==> src/rtl/arb_pkg.sv <==
// Shared definitions for the request arbiter.
// Holds the two-state FSM encoding and the default sizing constants
// used by req_arbiter_ctrl and its winner-selection sub-module.
package arb_pkg;

    localparam int ARB_N_DEF        = 4;   // number of requesters
    localparam int ARB_MAX_HOLD_DEF = 15;  // longest uninterrupted grant, in cycles
    localparam int ARB_CNT_W_DEF    = 8;   // conflict counter width

    typedef enum logic [0:0] {
        ST_IDLE  = 1'b0,
        ST_GRANT = 1'b1
    } arb_state_e;

endpackage

==> src/rtl/arb_pick.sv <==
// Combinational winner selection.
// Searches req for the first set bit at or after start_idx, wrapping from
// N-1 back to 0. Fixed priority is obtained with start_idx = 0.
// Ports:
//   req       - request vector, bit i = requester i
//   start_idx - index where the search begins
//   found     - at least one request is set
//   winner    - index of the selected requester (0 when found is low)
//   multi_hit - two or more requests are set
module arb_pick #(
    parameter int N     = 4,
    parameter int IDX_W = $clog2(N)
) (
    input  logic [N-1:0]     req,
    input  logic [IDX_W-1:0] start_idx,
    output logic             found,
    output logic [IDX_W-1:0] winner,
    output logic             multi_hit
);

    // Rotating priority search; the first hit from start_idx wins.
    always_comb begin
        int k_v;
        found  = 1'b0;
        winner = '0;
        k_v    = 0;
        for (int i = 0; i < N; i++) begin
            k_v = int'(start_idx) + i;
            if (k_v >= N) begin
                k_v = k_v - N;
            end else begin
                k_v = k_v;
            end
            if (!found && req[k_v[IDX_W-1:0]]) begin
                found  = 1'b1;
                winner = k_v[IDX_W-1:0];
            end else begin
                found  = found;
            end
        end
    end

    // Conflict detection is independent of which requester wins.
    always_comb begin
        multi_hit = ($countones(req) > 32'sd1);
    end

endmodule

==> src/rtl/req_arbiter_ctrl.sv <==
// Request arbiter with fixed-priority or round-robin selection.
// A grant is held while the owner keeps requesting, up to MAX_HOLD cycles,
// after which it is revoked with a timeout pulse. Every grant is followed by
// at least one idle cycle before the next arbitration.
// Ports:
//   clk          - clock, all state on the rising edge
//   rst          - synchronous active-high reset
//   req          - request vector, bit i = requester i
//   rr_mode      - 0 fixed priority (lowest index), 1 round-robin
//   gnt          - registered one-hot grant, or zero
//   busy         - high while a grant is held
//   multi_match  - pulse: the arbitration that raised gnt saw >= 2 requesters
//   timeout      - pulse: a grant was revoked at MAX_HOLD
//   conflict_cnt - saturating count of multi_match pulses
module req_arbiter_ctrl
    import arb_pkg::*;
#(
    parameter int N        = ARB_N_DEF,
    parameter int MAX_HOLD = ARB_MAX_HOLD_DEF,
    parameter int CNT_W    = ARB_CNT_W_DEF
) (
    input  logic             clk,
    input  logic             rst,
    input  logic [N-1:0]     req,
    input  logic             rr_mode,
    output logic [N-1:0]     gnt,
    output logic             busy,
    output logic             multi_match,
    output logic             timeout,
    output logic [CNT_W-1:0] conflict_cnt
);

    localparam int IDX_W  = $clog2(N);
    localparam int HOLD_W = $clog2(MAX_HOLD + 1);

    arb_state_e        state_r;
    logic [N-1:0]      gnt_r;
    logic [IDX_W-1:0]  owner_r;
    logic [IDX_W-1:0]  rr_ptr_r;
    logic [HOLD_W-1:0] hold_r;
    logic              mm_r;
    logic              to_r;
    logic [CNT_W-1:0]  cnt_r;

    logic [IDX_W-1:0]  start_s;
    logic              found_s;
    logic [IDX_W-1:0]  winner_s;
    logic              multi_s;
    logic [IDX_W-1:0]  next_ptr_s;
    logic              owner_req_s;

    function automatic logic [N-1:0] onehot_f(input logic [IDX_W-1:0] idx);
        logic [N-1:0] v;
        v = {{(N-1){1'b0}}, 1'b1};
        return v << idx;
    endfunction

    // Search start: rr pointer in round-robin mode, index 0 otherwise.
    always_comb begin
        if (rr_mode) begin
            start_s = rr_ptr_r;
        end else begin
            start_s = '0;
        end
    end

    // Pointer after a grant is winner+1 modulo N (N need not be a power of 2).
    always_comb begin
        if (winner_s == IDX_W'(N - 1)) begin
            next_ptr_s = '0;
        end else begin
            next_ptr_s = winner_s + {{(IDX_W-1){1'b0}}, 1'b1};
        end
    end

    // Only the current owner's request line matters while granted.
    always_comb begin
        owner_req_s = req[owner_r];
    end

    arb_pick #(
        .N     (N),
        .IDX_W (IDX_W)
    ) u_pick (
        .req       (req),
        .start_idx (start_s),
        .found     (found_s),
        .winner    (winner_s),
        .multi_hit (multi_s)
    );

    // Arbitration FSM, hold counter, pulses and conflict counter.
    always_ff @(posedge clk) begin
        if (rst) begin
            state_r  <= ST_IDLE;
            gnt_r    <= '0;
            owner_r  <= '0;
            rr_ptr_r <= '0;
            hold_r   <= '0;
            mm_r     <= 1'b0;
            to_r     <= 1'b0;
            cnt_r    <= '0;
        end else begin
            mm_r <= 1'b0;
            to_r <= 1'b0;
            case (state_r)
                ST_IDLE: begin
                    if (found_s) begin
                        gnt_r   <= onehot_f(winner_s);
                        owner_r <= winner_s;
                        hold_r  <= {{(HOLD_W-1){1'b0}}, 1'b1};
                        state_r <= ST_GRANT;
                        mm_r    <= multi_s;
                        if (multi_s && (cnt_r != {CNT_W{1'b1}})) begin
                            cnt_r <= cnt_r + {{(CNT_W-1){1'b0}}, 1'b1};
                        end
                        // Pointer moves past the winner, so a later timeout
                        // already leaves the revoked owner at lowest priority.
                        if (rr_mode) begin
                            rr_ptr_r <= next_ptr_s;
                        end
                    end else begin
                        gnt_r  <= '0;
                        hold_r <= '0;
                    end
                end
                ST_GRANT: begin
                    if (!owner_req_s) begin
                        gnt_r   <= '0;
                        hold_r  <= '0;
                        state_r <= ST_IDLE;
                    end else if (hold_r == HOLD_W'(MAX_HOLD)) begin
                        gnt_r   <= '0;
                        hold_r  <= '0;
                        to_r    <= 1'b1;
                        state_r <= ST_IDLE;
                    end else begin
                        hold_r <= hold_r + {{(HOLD_W-1){1'b0}}, 1'b1};
                    end
                end
                default: begin
                    gnt_r   <= '0;
                    hold_r  <= '0;
                    state_r <= ST_IDLE;
                end
            endcase
        end
    end

    assign gnt          = gnt_r;
    assign busy         = (state_r == ST_GRANT);
    assign multi_match  = mm_r;
    assign timeout      = to_r;
    assign conflict_cnt = cnt_r;

endmodule

==> config.mk <==
export PLATFORM = sky130hd
export DESIGN_NAME = req_arbiter_ctrl
export DESIGN_NICKNAME = d
export VERILOG_FILES = /design/src/rtl/arb_pkg.sv /design/src/rtl/arb_pick.sv /design/src/rtl/req_arbiter_ctrl.sv
export SDC_FILE = /design/constraint.sdc
export NUM_CORES = 1
export LEC_CHECK = 0
export ABC_AREA = 1
export ABC_CLOCK_PERIOD_IN_PS = 2000
export BUFFER_PORTS_ARGS = -buffer_cell sky130_fd_sc_hd__buf_2
export CORE_MARGIN = 2
export CORE_UTILIZATION = 44
export CTS_CLUSTER_DIAMETER = 60
export DETAILED_ROUTE_END_ITERATION = 12
export PLACE_DENSITY = 0.67
export SLEW_MARGIN = 20
export SYNTH_ARGS = -nofsm -noshare
export SYNTH_HDL_FRONTEND = slang
export SYNTH_HIERARCHICAL = 1
export SYNTH_SLANG_ARGS = --single-unit
export TNS_END_PERCENT = 1
==> constraint.sdc <==
create_clock -name clk -period 2 [get_ports clk]
set_clock_uncertainty 0.2 [all_clocks]
set_input_delay 0 -clock clk [delete_from_list [all_inputs] [get_ports clk]]
set_output_delay 0 -clock clk [all_outputs]
set_load 0.03 [all_outputs]
Yosys cells after proc, flatten, opt, wreduce, memory -nomap -nowiden
Cells that the tools add are included.

word-level totals
  register bits after elaboration = 23
  input bits = 7
  output and inout bits = 15

operators by class
  add/subtract/negate cells = 13
  $lt $le $gt $ge = 10
  equality and inequality tests = 4
  shifts and indexed selects = 1
  muxes and demuxes = 37
  bitwise logic cells = 3
  reduce and logical (&&, ||, !) cells = 12

operators with widths
  cell                                                                                  count
  32-bit adder                                                                          1
  32-bit by 2-bit > comparator with 1-bit output (second input constant)                1
  2-bit two-way mux                                                                     10
  4-bit two-way mux                                                                     5
  4-bit one-hot mux with 2 select lines                                                 2
  2-bit by 3-bit < comparator with 1-bit output (second input constant)                 5
  1-bit two-way mux                                                                     14
  1-bit binary-select mux with 2-bit select                                             5
  3-bit greater-or-equal comparator (second input constant)                             3
  8-bit by 1-bit adder with 8-bit output (second input constant)                        1
  8-bit != test (second input constant)                                                 1
  2-bit by 1-bit subtractor with 2-bit output (second input constant)                   4
  2-bit by 2-bit adder with 3-bit output (second input constant)                        2
  3-bit AND reduction                                                                   2
  3-bit OR reduction                                                                    2
  1-bit by 1-bit adder with 2-bit output                                                2
  4-bit by 1-bit adder with 4-bit output (second input constant)                        1
  4-bit equality test (second input constant)                                           1
  1-bit logical AND                                                                     4
  1-bit by 2-bit << shifter with 4-bit output (first input constant)                    1
  2-bit by 1-bit adder with 3-bit output (second input constant)                        1
  2-bit by 3-bit greater-or-equal comparator with 1-bit output (second input constant)  1
  1-bit logical NOT                                                                     3
  3-bit by 2-bit != test with 1-bit output (second input constant)                      1
  other kinds (5)                                                                       7

Depth between registers and ports, before layout
Gate-level depths: netlist of run 1.

  depth after elaboration = 18
  mapped depth = 17
  gate-level depth less buffers = 17

By module
The synthesis of run 1 kept the hierarchy.

by module, submodules not included
  module            instances  cells each  area each (µm²)  seq. area each (µm²)
  req_arbiter_ctrl  1          158         1166.1           460.4
  arb_pick          1          61          347.8            0.0

Worst setup path after synthesis of run 1
Ideal clock, no wire load.

  path type = register -> register
  from = reg rr_ptr_r[0]
  to = reg rr_ptr_r[1]
  library setup time = 121 ps
  arrival time = 1649 ps
  slack = 30 ps
  stages on the path, launching flop included = 16
  period minus slack after synthesis = 1970 ps
  cell sequence = dfxtp_1 > nand2_1 > inv_1 > buf_4 > nand2_2 > nand3_2 > nand2_4 > nor2_8 > nand3_2 > nand2_1 > nand2_1 > inv_1 > inv_1 > ha_1 > nand3_1 > a21oi_1

on the way
  word-level cells in the longest chain between the ends = 17
  elaborated cells on any way between the ends = 42

ends and longest elaborated chain
  what                                                                                             line                                            RTL
  from (decl)                                                                                      req_arbiter_ctrl.sv:39                          logic [IDX_W-1:0] rr_ptr_r;
  from (signal assigned)                                                                           req_arbiter_ctrl.sv:120                         rr_ptr_r <= next_ptr_s;
  2-bit two-way mux (*)                                                                            req_arbiter_ctrl.sv:60                          if (rr_mode) begin
  via start_s[0]                                                                                   req_arbiter_ctrl.sv:45                          logic [IDX_W-1:0] start_s;
  parallel branches: the longest is 13 deep, another holds 2-bit by 1-bit adder with 3-bit output  --
  2-bit two-way mux (*)                                                                            arb_pick.sv:34                                  if (!found && req[k_v[IDX_W-1:0]]) begin
  via winner_s[0]                                                                                  req_arbiter_ctrl.sv:47                          logic [IDX_W-1:0] winner_s;
  2-bit by 1-bit adder with 2-bit output or 2-bit equality test (tied branches)                    req_arbiter_ctrl.sv:72, req_arbiter_ctrl.sv:69
  2-bit two-way mux (*)                                                                            req_arbiter_ctrl.sv:69                          if (winner_s == IDX_W'(N - 1)) begin
  via next_ptr_s[1]                                                                                req_arbiter_ctrl.sv:49                          logic [IDX_W-1:0] next_ptr_s;

Mark *: on every way through the listed nets, which the timed path passes. The select of a mux whose other input is x is not followed.
A chain may end at the register's enable or synchronous reset.

Worst setup path after layout of run 1
Same ends and word-level chain as after synthesis.

==> summary.json, run 1 <==
{
  "cts.sinks": 23,
  "setup-violations-final": 7,
  "max-cap-violations": 0,
  "power_switching_share_pct": 43.63,
  "die_height_um": 62.66,
  "synthDominantCellAreaShare_pct": 30.41,
  "synth.ff_latch_count": 23,
  "die_width_um": 62.66,
  "gpl.final_weighted_congestion": 0.7857,
  "detailroute.wirelength.met2_um": 1608,
  "wl_met3_um": 93,
  "seqCellArea_um2": 461.7,
  "synth_top_cells_by_area": "dfxtp_1, nand2_1, inv_1, nand3_1, nand2_4",
  "postRouteAntennaNets": 0,
  "powerDensity_nw_per_um2": 887.5,
  "initial_core_util_pct": 45.73,
  "post_drt_wl_per_cell_um": 10.51,
  "timing.critical_path.from": "rr_ptr_r[0]$_SDFFE_PP0P_",
  "antenna-diode-count": 0,
  "drive_gt1_share_pct": 37.07,
  "grt_antenna_before_repair": 0,
  "finalMaxSlewViolations": 0,
  "grt_pass1_vias": 1288,
  "holdCritPathClass": "input port to register",
  "syn2layout_area_growth_pct": 28.93,
  "drtIter0Drc": 44,
  "synthesis.yosys.warnings": 6,
  "cellInternalPower_uw": 976.5,
  "final-hold-violation-count": 0,
  "total_power_consumption_uw": 1732,
  "top_count_cell_post_synth": "nand2_1",
  "ioPinCount": 22,
  "layout.filler_cells": 323,
  "dominantRegCellSynth": "dfxtp_1",
  "grt_resource_usage_total_pct": 16.86,
  "via_count": 1450,
  "maximum_number_of_pins_on_one_net_before_global_route_repair": 13,
  "crit_path_max_fanout": 4,
  "crit_type": "register to register",
  "max_freq_ghz": 0.4816,
  "worst-slew-pin-transition_ps": 235.4,
  "post_layout_nonfiller_instances": 305,
  "power.share.combinational_pct": 53.6,
  "vdd_ir_drop_max_uv": 351.5,
  "number_of_instances_in_the_synthesized_netlist": 219,
  "routed_via_density": 4.754,
  "top_signal_layer_used": "met4",
  "clock_tree.buffer_depth": 2,
  "core-area_um2": 3311,
  "cts_max_level": 1,
  "sequentialPowerShare_pct": 33.9,
  "fin_nets": 274,
  "yosys.cell_types.count": 28,
  "setup.worst_path.start_class": "register",
  "multiInputGateArea_um2": 1005,
  "route.layer.met1.wl_um": 1487,
  "synth_area_leader_cell": "dfxtp_1",
  "cp_required_ps": 2010,
  "synth_common_cells": "nand2_1, inv_1, dfxtp_1",
  "cts-buffers-inserted": 3,
  "wire_length_of_the_first_global_routing_pass_um": 5478,
  "hpwlAfterDp_um": 2262,
  "timing.hold.ws_ps": 20.19,
  "preCtsSetupSlack_ps": -77.24,
  "port_buffers": 21,
  "period_share_pct": 103.8,
  "detailed_routing_iterations_pass_1": 6,
  "post_route_worst_setup_slack_ps": -76.45,
  "dp_cells": 296,
  "max-slew-margin-rel_pct": 84.31,
  "synth-async-reset-ratio_pct": 0,
  "worstHoldStart": "req[2]",
  "switching_power_uw": 755.8,
  "final.min_clock_period_ps": 2076,
  "total_leakage_power_uw": 0.0009575,
  "syn_area_per_cell_um2": 6.913,
  "routed_wirelength_um": 3205,
  "overflow": 0,
  "worst_setup_hold_path_clk_slew_ps": 130,
  "dieArea_um2": 3926,
  "drc_errors": 0,
  "violations_in_the_final_reports": "setup timing",
  "synth.cell_area_um2": 1514,
  "critPathArrivalTime_ps": 2080,
  "seq_area_frac_synth_pct": 30.41,
  "rows": 21,
  "synthesis.nets": 233,
  "clock_tree.root_cell": "clkbuf_4",
  "clock_latency_ps": 310,
  "clock_power_share_pct": 12.5,
  "status": "complete, but fails checks",
  "worstReg2RegStart": "rr_ptr_r[0]$_SDFFE_PP0P_",
  "final_core_util_pct": 58.96,
  "cp-end-kind": "register",
  "synth-edff-count": 0,
  "grt_setup_unrepaired": "yes",
  "cts_tree": "done"
}
-- flip-flops by register name (all words and copies together), names as in the netlist --
register / cells
conflict_cnt: 8
gnt: 4
hold_r: 4
owner_r: 2
rr_ptr_r: 2
busy: 1
multi_match: 1
timeout: 1
-- final cells by class --
cell class / count / share of cell area (%)
multi-input cells: 155 / 51.47
repair buffers: 37 / 12.76
flip-flops and latches: 23 / 23.65
well taps: 46 / 2.949
clock buffers: 4 / 1.346
inverters: 40 / 7.821
-- critical path, stage by stage (launching register included) --
cell and delay [ps]:
dfxtp_2 350, nand2_1 50, inv_2 120, buf_6 120, nand2_2 70, nand3_4 100
nand2_4 80, nor2_8 120, nand3_2 60, nand2_1 50, nand2_1 50, inv_2 90
inv_1 60, ha_1 300, nand3_2 80, a21oi_2 50
-- per-layer routing --
layer | up-vias | GRT usage (%)
met5 | - | 0
met4 | 0 | 5.833
met3 | 2 | 2.342
met2 | 30 | 27.28
met1 | 652 | 23.03
li1 | 766 | -
-- what timing repair did --
action,4_1_cts,5_1_grt
setup endpoints to repair,7,19
setup buffers,0,2
hold endpoints to repair,13,0
gates cloned,1,0
pin swaps,8,21
hold buffers,2,0
resized for setup,15,19
-- final timing paths --
| check | end | slack, ps | cells past startpoint |
|---|---|---|---|
| max | rr_ptr_r[1]$_SDFFE_PP0P_ | -80 | 15 |
| min | multi_match$_SDFF_PP0_ | 20 | 5 |
| max reg2reg | rr_ptr_r[1]$_SDFFE_PP0P_ | -80 | 15 |
| min reg2reg | gnt[1]$_SDFFE_PP0P_ | 260 | 2 |
-- kinds of logic after synthesis --
kind of cell,Yosys count,synth area share (%)
adders and majority gates,7,6.281
AOI/OAI and AO/OA,20,7.768
and+or+nand+nor,124,43.06
DFF,23,30.41
buffers and inverters,42,10.74
xor gates and xnor gates,3,1.736
-- stage by stage --
stage               area [um2]  TNS, ps
floorplan                 1514        0
global placement          1754   -177.0
detailed placement        1754   -263.8
CTS                       1859   -67.02
global route              1952    -1869
finish                    1952   -216.7
-- cells in the final DEF, fill, tap and decap left out, types with 3 or more instances in the layout --
cell | netlist | final
nand4_1 | 5 | 5
nand2_1 | 59 | 53
inv_2 | 9 | 13
nor2_4 | 1 | 3
dfxtp_1 | 23 | 22
nand3_2 | 4 | 6
a21oi_1 | 7 | 6
nand2_4 | 7 | 7
nor2_1 | 17 | 15
nand3_4 | 0 | 3
inv_1 | 31 | 26
clkbuf_4 | 0 | 3
a21oi_2 | 2 | 3
ha_1 | 6 | 5
o21ai_1 | 6 | 6
buf_4 | 1 | 9
buf_2 | 1 | 21
nand2_2 | 7 | 13
buf_6 | 0 | 5
nand3_1 | 18 | 13
-- power by group through the flow --
stage	logic (uW)	clock network, uW	registers (uW)
CTS	829	222	587
global route	1030	239	598
detailed placement	776	0	595
floorplan	470	0	670
global placement	774	0	596
finish	929	216	588
Note: power is estimated with default switching activity, not from simulation.
==> run 2, diff against run 1 <==
--- a/config.mk
+++ b/config.mk
@@ -9,10 +9,11 @@
 export ABC_CLOCK_PERIOD_IN_PS = 2000
 export BUFFER_PORTS_ARGS = -buffer_cell sky130_fd_sc_hd__buf_2
 export CORE_MARGIN = 2
-export CORE_UTILIZATION = 44
+export CORE_UTILIZATION = 30
 export CTS_CLUSTER_DIAMETER = 60
 export DETAILED_ROUTE_END_ITERATION = 12
-export PLACE_DENSITY = 0.67
+export GPL_ROUTABILITY_DRIVEN = 0
+export SETUP_SLACK_MARGIN = 0.05
 export SLEW_MARGIN = 20
 export SYNTH_ARGS = -nofsm -noshare
 export SYNTH_HDL_FRONTEND = slang
==> run 2 against run 1 <==
The run now ends clean; hold slack improved by 73 ps; final area rose by 7.8%; core utilization shrank 15 points.
==> summary.json, run 2 (synthesis gave the netlist of run 1 again) <==
{
  "final.min_clock_period_ps": 1980,
  "setup.worst_path.start_class": "register",
  "setup-violations-final": 0,
  "worst-slew-pin-transition_ps": 284.1,
  "final_core_util_pct": 43.95,
  "dieArea_um2": 5631,
  "drc_errors": 0,
  "slowest_stage": "dfxtp_2",
  "grt_antenna_before_repair": 0,
  "finalInstanceArea_um2": 2103,
  "critPathArrivalTime_ps": 1980,
  "clock_tree.root_cell": "clkbuf_8",
  "max_freq_ghz": 0.5051,
  "endpoint": "rr_ptr_r[1]$_SDFFE_PP0P_",
  "clock_tree.buffer_depth": 2,
  "worst_setup_hold_path_clk_slew_ps": 80,
  "antenna-diode-count": 0,
  "regToRegSetupSlack_ps": 20,
  "preCtsSetupSlack_ps": -159.9,
  "wire_length_of_the_first_global_routing_pass_um": 5830,
  "worstHoldStart": "req[2]",
  "via_count": 1450,
  "port_buffers": 21,
  "maximum_number_of_pins_on_one_net_before_global_route_repair": 14,
  "fin_nets": 275,
  "cp_max_stage_delay_ps": 340,
  "cp_required_ps": 2000,
  "syn2layout_area_growth_pct": 38.93,
  "post_layout_nonfiller_instances": 327,
  "crit_path_max_fanout": 6,
  "die_width_um": 75.04,
  "ff2ff_path_depth": 15,
  "critical_path.cell_chain": "nand2_2 > inv_4 > buf_8 > nand2_4 > nand3_4 > nand2_4 > nor2_8 > nand3_2 > nand2_1 > nand2_1 > inv_2 > inv_2 > ha_4 > nand3_2 > a21oi_2",
  "drtIter0Drc": 64,
  "post_route_worst_setup_slack_ps": 20.05,
  "period_share_pct": 99.00,
  "hpwlAfterDp_um": 2387,
  "initial_core_util_pct": 31.63,
  "vdd_ir_drop_max_uv": 306.9,
  "worstReg2RegStart": "rr_ptr_r[0]$_SDFFE_PP0P_",
  "cp-end-kind": "register",
  "timing.critical_path.from": "rr_ptr_r[0]$_SDFFE_PP0P_",
  "post_drt_wl_per_cell_um": 10.24,
  "rows": 25,
  "cts_max_level": 1,
  "post_dp_cell_area_um2": 1773,
  "routed_via_density": 4.434,
  "grt_resource_usage_total_pct": 13.20,
  "grt_setup_unrepaired": "yes",
  "detailed_routing_iterations_pass_1": 4,
  "core-area_um2": 4786,
  "total_power_consumption_uw": 1899,
  "clock_latency_ps": 270,
  "routed_wirelength_um": 3349,
  "most-common-layout-cells": "nand2_1, inv_1, dfxtp_1, buf_2, nand2_2",
  "max-cap-violations": 0,
  "most_common_library_cell_in_the_layout_ignoring_fill_and_taps": "nand2_1",
  "final-hold-violation-count": 0,
  "overflow": 0,
  "status": "complete, no violations",
  "powerDensity_nw_per_um2": 903.0,
  "grt_pass1_vias": 1382,
  "r2r-end": "rr_ptr_r[1]$_SDFFE_PP0P_",
  "drive_gt1_share_pct": 45.00,
  "holdCritPathClass": "input port to register",
  "die_height_um": 75.04,
  "cts.sinks": 23,
  "total_leakage_power_uw": 0.001019,
  "postRouteAntennaNets": 0,
  "dp_cells": 316,
  "largest_register_ff_count": 8,
  "max-slew-margin-rel_pct": 80.86,
  "finalMaxSlewViolations": 0,
  "crit_type": "register to register",
  "cts-buffers-inserted": 3,
  "cts_tree": "done",
  "ioPinCount": 22
}
run 2: stage by stage:
stage / hold WS, ps / setup TNS [ps]
final: 93.25 / 0
after floorplan: -35.65 / 0
after global routing: 162.7 / -1048
after global placement: 118.4 / -331.8
after CTS: 85.03 / 0
after detailed placement: 119.7 / -674.0
run 2: what timing repair did:
item                       CTS  global route
pin swaps                   23            21
hold buffers                 2             0
resized for setup           36            24
hold endpoints to repair     8             0
cloned                       1             0
setup endpoints to repair   19            19
setup buffers                4             0
run 2: layout make-up:
| class | count | area, um2 |
|---|---|---|
| Fill cell | 509 | 2683 |
| Clock buffer | 3 | 41.29 |
| Timing Repair Buffer | 38 | 265.3 |
| Inverter | 40 | 162.7 |
| Multi-Input combinational cell | 155 | 1082 |
| Clock inverter | 1 | 5.005 |
| Sequential cell | 23 | 462.9 |
| Tap cell | 67 | 83.83 |
run 2: how the worst min path moves through the flow:
stage	end	slack [ps]	cells after the start
finish	timeout$_SDFF_PP0_	90	7
global route	timeout$_SDFF_PP0_	160	7
CTS	timeout$_SDFF_PP0_	90	7
detailed placement	rr_ptr_r[0]$_SDFFE_PP0P_	120	3
global placement	conflict_cnt[3]$_SDFFE_PP0P_	120	2
floorplan	rr_ptr_r[0]$_SDFFE_PP0P_	-40	2
run 2: metal layers:
metal	share of wire [%]	routed length (um)	global-route usage, %
met5	0	0	0
met4	1.3	43	4.762
met3	3.3	110	1.339
met2	52	1731	24.17
met1	44	1463	15.87
run 2: worst max-delay path: cells and delay by family (launching register included):
family                     cells  cell delay [ps]
AOI/OAI and AO/OA              1              110
buffers and inverters          4              360
and+or+nand+nor                9              640
adders and majority gates      1              260
DFF                            1              340
run 2: power by group:
part | total [uW] | switching [uW] | internal [uW]
combinational | 1020 | 603 | 420
clock | 286 | 147 | 139
sequential | 589 | 54.7 | 535
total | 1900 | 805 | 1090
